## config.mk

```make
export PLATFORM = sky130hd
export DESIGN_NAME = neuron_lut_loader_flat
export DESIGN_NICKNAME = d
export VERILOG_FILES = /design/src/rtl/neuron_lut_loader_if.sv /design/src/rtl/neuron_lut_loader.sv /design/src/flat_wrapper.sv
export SDC_FILE = /design/constraint.sdc
export NUM_CORES = 1
export LEC_CHECK = 0
export ABC_AREA = 1
export CORE_MARGIN = 1
export CORE_UTILIZATION = 55
export DETAILED_ROUTE_END_ITERATION = 8
export GPL_TIMING_DRIVEN = 0
export PLACE_DENSITY = 0.71
export SKIP_CTS_REPAIR_TIMING = 1
export SLEW_MARGIN = 20
export SYNTH_ARGS = -nofsm -noshare
export SYNTH_HDL_FRONTEND = slang
export SYNTH_SLANG_ARGS = --single-unit
```

## constraint.sdc

```tcl
create_clock -name clk -period 2 [get_ports clk]
set_input_delay 0.2 -clock clk [delete_from_list [all_inputs] [get_ports clk]]
set_output_delay 0.2 -clock clk [all_outputs]
set_load 0.05 [all_outputs]
```

## src/rtl/neuron_lut_loader_if.sv

```systemverilog
// Config-stream and lookup signals of the runtime-loadable neuron LUT.
// The master side feeds config beats and lookups; the slave side is the LUT.
interface neuron_lut_loader_if #(
  parameter int unsigned IN_BITS  = 6,
  parameter int unsigned OUT_BITS = 2
);
  logic                cfg_start;
  logic                cfg_valid;
  logic                cfg_ready;
  logic [OUT_BITS-1:0] cfg_data;
  logic                cfg_last;
  logic                cfg_error;
  logic                table_ready;
  logic [IN_BITS-1:0]  M0;
  logic                M0_valid;
  logic [OUT_BITS-1:0] M1;
  logic                M1_valid;

  modport master (
    output cfg_start, cfg_valid, cfg_data, cfg_last, M0, M0_valid,
    input  cfg_ready, cfg_error, table_ready, M1, M1_valid
  );

  modport slave (
    input  cfg_start, cfg_valid, cfg_data, cfg_last, M0, M0_valid,
    output cfg_ready, cfg_error, table_ready, M1, M1_valid
  );
endinterface

```

## src/rtl/neuron_lut_loader.sv

```systemverilog
// Runtime-programmable neuron truth table: streamed in-order load of all
// 2^IN_BITS entries, then registered one-cycle lookups while the table is complete.
module neuron_lut_loader #(
  parameter int unsigned IN_BITS  = 6,
  parameter int unsigned OUT_BITS = 2
) (
  input logic                clk,
  input logic                rst_n,
  neuron_lut_loader_if.slave bus
);
  localparam int unsigned DEPTH = 2 ** IN_BITS;

  typedef enum logic [1:0] {EMPTY, LOADING, READY} state_t;

  state_t              state_q;
  logic [IN_BITS-1:0]  idx_q;
  logic                err_q;
  logic [OUT_BITS-1:0] m1_q;
  logic                m1_valid_q;
  logic [OUT_BITS-1:0] table_q [DEPTH];
  logic                accept;

  // Start has priority over a beat presented in the same cycle.
  assign bus.cfg_ready   = (state_q == LOADING) && !bus.cfg_start;
  assign accept          = bus.cfg_ready && bus.cfg_valid;
  assign bus.cfg_error   = err_q;
  assign bus.table_ready = (state_q == READY);
  assign bus.M1          = m1_q;
  assign bus.M1_valid    = m1_valid_q;

  // Storage is deliberately not reset; only a complete load makes it visible.
  always_ff @(posedge clk) begin
    if (accept) table_q[idx_q] <= bus.cfg_data;
  end

  always_ff @(posedge clk or negedge rst_n) begin
    if (!rst_n) begin
      state_q    <= EMPTY;
      idx_q      <= '0;
      err_q      <= 1'b0;
      m1_q       <= '0;
      m1_valid_q <= 1'b0;
    end else begin
      m1_valid_q <= 1'b0;
      if (state_q == READY && bus.M0_valid && !bus.cfg_start) begin
        m1_q       <= table_q[bus.M0];
        m1_valid_q <= 1'b1;
      end

      if (bus.cfg_start) begin
        state_q <= LOADING;
        idx_q   <= '0;
        err_q   <= 1'b0;
      end else if (accept) begin
        idx_q <= idx_q + IN_BITS'(1);
        if (idx_q == '1) begin
          state_q <= bus.cfg_last ? READY : EMPTY;
          err_q   <= !bus.cfg_last;
        end else if (bus.cfg_last) begin
          state_q <= EMPTY;
          err_q   <= 1'b1;
        end
      end
    end
  end
endmodule

```

## src/flat_wrapper.sv

```systemverilog
// flat-port wrapper written by rule: the top's interface ports become plain ports
module neuron_lut_loader_flat 
#(
  parameter int unsigned IN_BITS  = 6,
  parameter int unsigned OUT_BITS = 2
)
  (clk, rst_n, bus_cfg_start, bus_cfg_valid, bus_cfg_data, bus_cfg_last, bus_M0, bus_M0_valid, bus_cfg_ready, bus_cfg_error, bus_table_ready, bus_M1, bus_M1_valid);
  neuron_lut_loader_if #(.IN_BITS(IN_BITS), .OUT_BITS(OUT_BITS)) bus_i ();
  input logic clk;
  input logic rst_n;
  input wire logic [$bits(bus_i.cfg_start)-1:0] bus_cfg_start;
  input wire logic [$bits(bus_i.cfg_valid)-1:0] bus_cfg_valid;
  input wire logic [$bits(bus_i.cfg_data)-1:0] bus_cfg_data;
  input wire logic [$bits(bus_i.cfg_last)-1:0] bus_cfg_last;
  input wire logic [$bits(bus_i.M0)-1:0] bus_M0;
  input wire logic [$bits(bus_i.M0_valid)-1:0] bus_M0_valid;
  output wire logic [$bits(bus_i.cfg_ready)-1:0] bus_cfg_ready;
  output wire logic [$bits(bus_i.cfg_error)-1:0] bus_cfg_error;
  output wire logic [$bits(bus_i.table_ready)-1:0] bus_table_ready;
  output wire logic [$bits(bus_i.M1)-1:0] bus_M1;
  output wire logic [$bits(bus_i.M1_valid)-1:0] bus_M1_valid;
  assign bus_i.cfg_start = bus_cfg_start;
  assign bus_i.cfg_valid = bus_cfg_valid;
  assign bus_i.cfg_data = bus_cfg_data;
  assign bus_i.cfg_last = bus_cfg_last;
  assign bus_i.M0 = bus_M0;
  assign bus_i.M0_valid = bus_M0_valid;
  assign bus_cfg_ready = bus_i.cfg_ready;
  assign bus_cfg_error = bus_i.cfg_error;
  assign bus_table_ready = bus_i.table_ready;
  assign bus_M1 = bus_i.M1;
  assign bus_M1_valid = bus_i.M1_valid;
  neuron_lut_loader #(.IN_BITS(IN_BITS), .OUT_BITS(OUT_BITS)) u_core (.clk(clk), .rst_n(rst_n), .bus(bus_i));
endmodule
```

==> results.md, run 1 <==
- The flow ran to the end, and the final reports show no timing, DRC or antenna violations.
- The post-layout net count is a little over 600.
- The worst setup path is captured at an output port.
- At the pin with the least slew margin, the transition time is between 500 and 600 ps.
- The total global routing overflow is 0.
- Clock tree synthesis inserted a total of 17 buffers.
- The total setup violations reported at the end of the flow is 0.
- The initial cell density of the core is 56.9%.
- The critical path goes through clkdlybuf4s50_1.
- The reported net switching power is 1.55 mW.
- The number of antenna violations at the first check in global routing was 0.
- In this run the register-to-register setup slack is between 100 and 150 ps.
- The root buffer cell chosen for the clock tree is clkbuf_8.
- Hold timing on the final database bottoms out at a slack of around 27 ps.
- In this run the critical register-to-register path is captured at u_core.table_q[58][1].
- Setup repair after global routing left no endpoint under its margin.
- In this run, the number of DRC markers left after iteration 0 of detailed routing was 485.
- The share of layout cells above drive strength 1 is 13.4%.
- The hold violation total from the final report is 0.
- The clock transition at the register clock pins on the worst setup and hold paths after CTS is about 60 ps.
- Across every metal layer, demand over resource in global routing totals between 20% and 30%.
- The worst path needs 1870 ps of the cycle, external delays included.
- The share of total power in the clock network is 47.5%.
- Sequential cells were found to cover 66.8% of the synthesized design area.
- The via count of the first global-routing pass is 4430.
- In this run the worst hold path is classified as input pin to async pin.
- The switching part of the total is 22.0%.
- The peak clock frequency supported by timing is 0.534 GHz.
- In this run the power density over the cells is 977 nW/um^2.
- The diode insertion count for antenna repair is 0.
- The growth of design area from synthesis to finish is 16.2%.
- Clock latency on the worst-skew pair, taken at its later pin, is 520 ps.
- The share of total power dissipated in sequential elements is 45.7%.
- The library cell occupying the most area in the post-synthesis netlist is edfxtp_1.
- The vertical die dimension is 108 um.
- The congestion estimate from routability-driven global placement came to a little over 0.9.
- The slowest stage of the critical path is the clkdlybuf4s50_1 cell.
- The count of state elements after synthesis is 140.
- The minimum setup slack in the final design is between 100 and 150 ps.
- In the finished design, the share of the clock period the worst path needs comes to 93.6%.
- The count of yosys warnings during synthesis is 0.
- Cell internal power was estimated by the tool at 5.49 mW.
- Counting every instance in the synthesized netlist gives 568.
- The number of maximum-capacitance constraint violations is 0.
- The net count after synthesis is 583.
- The share of Yosys cell area claimed by the top area cell type is 62.0%.
- The maximum number of pins on one net before global-route repair is 41.
- The post-synthesis area per instance is roughly 11 sq um.
- In this run the horizontal extent of the chip is between 100 and 150 um.
- OpenSTA, run right after detailed placement, puts the worst setup slack at -191 ps.
- Once detail routing completed, the nets flagged for antenna violations numbered 0.
- The share of async-settable or async-resettable flops after synthesis is 8.57%.
- In the final routed layout, each cell accounts on average for 19.5 um.
- Across the VDD grid, the largest voltage drop is 0.632 mV.
- The critical path is of the register to output port type.
- TritonCTS built the clock tree.
- The area of the mapped netlist is 6200 sq um.
- Pin placement for this block handled 20 I/O pins.
- The number of flops mapped to enable cells by yosys is 128.
- The worst pin sits at a relative slew slack of between 60 and 70%.
- The proportion of power drawn by combinational gates is under 10%.
- The design draws 7.04 mW.
- The number of remaining DRC errors is 0.
- On the critical path the largest part of the delay comes from buffers and inverters.
- The CTS H-tree depth is 4.
- The number of buffer cells added on primary ports is 16.
- After floorplanning, the core was divided into 38 placement rows.
- Counting every sink on the clock net gives 140.
- The placeable core region is 10900 sq um.
- STA classifies the critical path startpoint as a register.
- The biggest cell delay along the critical path is 800 ps.
- The maximum fanout encountered on the critical timing path is 2.
- The required time of the worst setup path is 1800 ps.
- The final HPWL from detailed placement is between 9 and 10 mm.
- The max-slew violation total from the final report is 0.
- The worst register-to-register path has a depth of 3.
- Counting along the longest clock path gives a buffer depth of 2.
- The total iterations of the first detailed-routing run is 5.
- Counting tap cells, the placed design contains a total of 726 instances.
- The analysis attributes to cell leakage a power of roughly 2.7 nW.
- The unique cell type count in the Yosys netlist is 33.
- The count of buffering cells on the critical path with inverters included is 1.
- The first global-routing pass estimated 22.8 mm of wire.
- The data arrival time at the worst-slack endpoint is 1670 ps.
- The routed layout has roughly 4500 vias.
- The finished layout holds 758 standard cells, fillers aside.
- In the synthesized netlist the dominant register cell turns out to be edfxtp_1.
- The worst register-to-register path begins at u_core.idx_q[0].
- The per-cell via count in the routed design is 5.92.
- The die covers 11700 sq um.
- The post-detailed-routing wire length is 14.8 mm.
- The maximum clock skew at final layout is 6.97 ps.
- After synthesis, the cell types taking the most area are edfxtp_1, nand3_1, nand2_1.
==> how the worst max path moves through the flow <==
stage,endpoint,depth (start not counted),startpoint
after CTS,bus_cfg_ready,2,u_core.state_q[1]
after floorplan,u_core.table_q[17][0],5,u_core.state_q[1]
after global routing,bus_M1[0],1,u_core.bus.M1[0]
after detailed placement,u_core.table_q[2][1],6,bus_cfg_start
after global placement,u_core.table_q[24][1],1,bus_cfg_data[1]
final,bus_M1[0],1,u_core.bus.M1[0]
==> layout make-up <==
| class | count | area (sq um) |
|---|---|---|
| multi-input cells | 383 | 1830 |
| fillers | 789 | 3680 |
| well taps | 140 | 175 |
| repair buffers | 18 | 195 |
| inverters | 21 | 86.3 |
| flip-flops and latches | 140 | 4140 |
| clock buffers | 17 | 414 |
| plain buffers | 24 | 140 |
| clock inverters | 15 | 220 |
==> registers in the layout, indices dropped and copies added (netlist names) <==
signal	cells
u_core.bus.M1	2
u_core.bus.M1_valid	1
u_core.bus.cfg_error	1
u_core.idx_q	6
u_core.state_q	2
u_core.table_q	128
==> cell usage after synthesis, types with 2 or more instances <==
| library cell | number |
|---|---|
| buf_2 | 13 |
| buf_4 | 9 |
| dfrtp_1 | 12 |
| edfxtp_1 | 128 |
| inv_1 | 15 |
| inv_2 | 4 |
| nand2_1 | 159 |
| nand2_4 | 2 |
| nand3_1 | 125 |
| nand3_4 | 4 |
| nand4_4 | 2 |
| nor2_1 | 64 |
| nor2_4 | 3 |
| nor3_1 | 3 |
| nor3_4 | 2 |
| o21ai_0 | 3 |
| o21ai_1 | 3 |
| o22ai_1 | 2 |
==> kinds of logic (layout without fill, tap and decap cells) <==
group / Yosys count / in the layout / synth area share, %
flip-flops: 140 / 140 / 66.8
adder cells (fa/ha/maj): 1 / 1 / 0.202
AND/OR/NAND/NOR: 370 / 370 / 28.1
buffers and inverters: 45 / 95 / 3.65
AO/OA/AOI/OAI: 12 / 12 / 1.25
==> layout by cell type, fill, tap and decap left out, types with 3 or more instances in the layout <==
cell,Yosys,final
clkbuf_16,0,16
clkdlybuf4s50_1,0,12
nor3_1,3,3
buf_4,9,9
clkinv_4,0,3
o21ai_0,3,3
nand2_1,159,159
buf_2,13,15
nand3_4,4,4
dfrtp_1,12,12
inv_2,4,4
nor2_4,3,3
edfxtp_1,128,128
nor2_1,64,64
o21ai_1,3,3
clkinv_2,0,4
nand3_1,125,125
bufinv_16,0,5
inv_1,15,15
==> power groups by stage <==
stage,logic (mW),registers (mW),clock network (mW)
final,0.476,3.22,3.35
after global routing,0.510,3.22,3.48
after floorplan,0.255,3.29,0
after global placement,0.449,3.29,0
after CTS,0.471,3.22,3.36
after detailed placement,0.464,3.28,0
==> metal layers <==
layer  part of all wire [%]  global-route usage (%)  vias up
li1                       -                       -     2049
met1                     40                    35.9     2147
met5                      0                       0        -
met4                    2.7                    11.7        0
met2                     49                    44.0      250
met3                    8.3                    4.76       45
==> worst reg2reg max path: cells and delay by family, from the launching register on <==
family | cells | cell delay, ps
flops | 1 | 450
simple gates | 2 | 920
buf+inv | 1 | 170
==> metrics by stage <==
stage,utilization [%],instance area (sq um),TNS (ps)
global route,66.2,7200,0
floorplan,-,6200,0
detailed placement,60.3,6570,-17060
CTS,66.1,7200,-388
global placement,60.0,6540,-107660
finish,66.2,7200,0
Note: power is estimated with default switching activity, not from simulation.
==> run 2, diff against run 1 <==
CTS_BUF_LIST = sky130_fd_sc_hd__clkbuf_4 sky130_fd_sc_hd__clkbuf_8   (was unset)
GPL_TIMING_DRIVEN = unset   (was 0)
==> run 2 against run 1 <==
Effect of this change: utilization decreased by 1.5 points; global-route usage decreased by 0.69 points; via count decreased by 3.4%; count of clock-buffer cells in the layout increased by 1; final area decreased by 2.3%; worst setup slack improved by 62 ps.
==> results.md, run 2 (synthesis results as in run 1) <==
- The final critical-path share of the clock period came to 90.5% (-3.1 points).
- The total via count in the routed design was 4340 (-3.4%).
- The maximum clock path buffer count is 2 (unchanged).
- The flow ran to the end, and the final reports show no timing, DRC or antenna violations.
- The total setup violations reported at the end of the flow is 0 (unchanged).
- The number of maximum-capacitance constraint violations came to 0 (unchanged).
- The worst voltage drop across the vdd grid was 0.750 mV (+19%).
- The number of clock buffers inserted by TritonCTS is 17 (unchanged).
- The maximum fanout encountered on the critical timing path came to 2 (unchanged).
- The total global routing overflow was 0 (unchanged).
- The relative slew slack is 57.7% (-2.4 points).
- The final design utilization was 64.7% (-1.5 points).
- The number of cells traversed by the worst register-to-register path was 2 (-1).
- The number of remaining DRC errors is 0 (unchanged).
- The total of fill cells in the finished design was 843 (+6.8%).
- The DRC marker count from the first detailed-route iteration is 407 (-16%).
- The ratio of total power to cell area came to 848 nW/um^2 (-13%).
- The clock latency of the later-clocked register in the worst-skew pair was 440 ps (-80 ps).
- The biggest cell delay along the critical path is 810 ps (about the same).
- The number of antenna violations at the first check in global routing was 0 (unchanged).
- The max-slew violation total from the final report is 0 (unchanged).
- The placeable core region came to 10900 sq um (unchanged).
- The initial cell density of the core is 56.9% (unchanged).
- The critical path goes through clkdlybuf4s50_1.
- The top cell types in the final layout, fill and taps aside, are nand2_1, edfxtp_1, nand3_1, nor2_1, buf_4.
- The wire length of the first global-routing pass is 21.9 mm (-3.8%).
- The maximum number of pins on one net before global-route repair was 43 (+4.9%).
- By startpoint and endpoint, the worst setup path is classified as register to output port.
- The post-route antenna net violation count is 0 (unchanged).
- The via count of the first global-routing pass is 4223 (-4.7%).
- The vertical die dimension is 108 um (unchanged).
- The leakage power summed over all cells was 2.59 nW (-3.7%).
- The slew at the pin closest to its max-slew limit is 633 ps (+36.3 ps).
- The number of standard cells in the final layout excluding fillers came to 758 (unchanged).
- The total iterations of the first detailed-routing run is 5 (unchanged).
- The data arrival time at the worst-slack endpoint is 1610 ps (-60 ps).
- The number of sinks driven by the clock tree came to 140 (unchanged).
- The clock transition at the register clock pins on the worst setup and hold paths after CTS is 70 ps (about the same).
- The number of buffer cells added on primary ports is 19 (+3).
- The maximum clock skew at final layout is 6.97 ps (+0.00436 ps).
- The post-detailed-routing wire length is 14.0 mm (-5.2%).
- The flop-to-flop setup slack is 220 ps (+90 ps).
- The worst setup path is launched from a register.
- The most common library cell in the layout ignoring fill and taps is nand2_1.
- The CTS tree is yes.
- The count of standard-cell rows is 38 (unchanged).
- The required time of the worst setup path is 1800 ps (about the same).
- Setup repair after global routing left no endpoint under its margin.
- The share of layout cells above drive strength 1 is 13.1% (-0.32 points).
- The post-layout net count is 620 (unchanged).
- The startpoint of the most critical register-to-register path is u_core.idx_q[3].
- The die span in x is 108 um (unchanged).
- The CTS H-tree depth is 4 (unchanged).
- The worst hold path belongs to the class input pin to async pin.
- The largest registers in the layout are u_core.table_q (128), u_core.idx_q (6).
- The diode insertion count for antenna repair is 0 (unchanged).
- On the critical path the largest part of the delay comes from buffers and inverters.
- The growth of design area from synthesis to finish is 13.5%.
- The peak clock frequency supported by timing is 0.553 GHz (+3.4%).
- The root buffer cell chosen for the clock tree is clkbuf_8.
- STA classifies the critical path endpoint as an output port.
- The boundary pin count is 20 (unchanged).
- The clock period minus final worst setup slack was 1810 ps (-62.4 ps).
- The final HPWL from detailed placement is 8.99 mm (-7.3%).
- The number of flip-flops in the largest register came to 128 (unchanged).
- The full die area came to 11700 sq um (unchanged).
- The per-cell via count in the routed design was 5.73 (-3.4%).
- The hold violation total from the final report came to 0 (unchanged).
- The count of buffering cells on the critical path with inverters included is 1 (unchanged).
- The final weighted congestion of routability-driven global placement is 0.832 (-8.3%).
- In this run the critical register-to-register path is captured at u_core.table_q[40][0].
- The number of cells after detailed placement is 726 (unchanged).
- The overall routing resource usage is 26.4% (-0.69 points).
- The largest individual stage delay along the critical path comes from the cell clkdlybuf4s50_1.
- The register with the most flip-flops is u_core.table_q.
- The average wire length per cell after detail routing is 18.4 um (-5.2%).
==> run 2: stage by stage <==
step	setup TNS, ps	total power, mW	hold WS [ps]	area (sq um)	setup slack (ps)
CTS	-124	5.99	123	7040	-124
global placement	0	3.77	464	6640	92.5
finish	0	5.97	114	7040	191
global route	0	6.16	147	7040	144
floorplan	0	3.55	-95.6	6200	56.0
detailed placement	0	3.78	478	6640	49.1
==> run 2: worst max path at each step <==
stage / startpoint / to / slack (ps) / cells past startpoint
after floorplan: u_core.state_q[1] / u_core.table_q[17][0] / 60 / 5
after global placement: bus_cfg_start / u_core.table_q[40][1] / 90 / 5
after detailed placement: bus_cfg_start / u_core.table_q[55][0] / 50 / 6
after CTS: u_core.state_q[1] / bus_table_ready / -120 / 3
after global routing: u_core.bus.M1[1] / bus_M1[1] / 140 / 1
final: u_core.bus.cfg_error / bus_cfg_error / 190 / 1
==> run 2: layer usage <==
layer	up-vias	GRT usage (%)	routed length, um
met3	32	5.18	1180
met4	0	14.2	412
met5	-	0	0
met1	2057	33.4	5460
met2	203	42.9	6930
li1	2048	-	-
==> run 2: area by class of cell <==
class / instances / area (sq um) / area share [%]
clock buffer: 18 / 241 / 3.43
clock inverter: 14 / 153 / 2.17
inverter: 21 / 86.3 / 1.23
multi-input combinational: 383 / 1830 / 26.0
sequential: 140 / 4140 / 58.9
tap: 140 / 175 / 2.49
timing repair buffer: 42 / 410 / 5.83
==> run 2: power breakdown <==
| group | switching, mW | internal (mW) | leakage (nW) |
|---|---|---|---|
| Clock | 1.03 | 1.22 | 0.194 |
| Sequential | 0.0119 | 3.20 | 1.31 |
| Combinational | 0.335 | 0.165 | 1.08 |
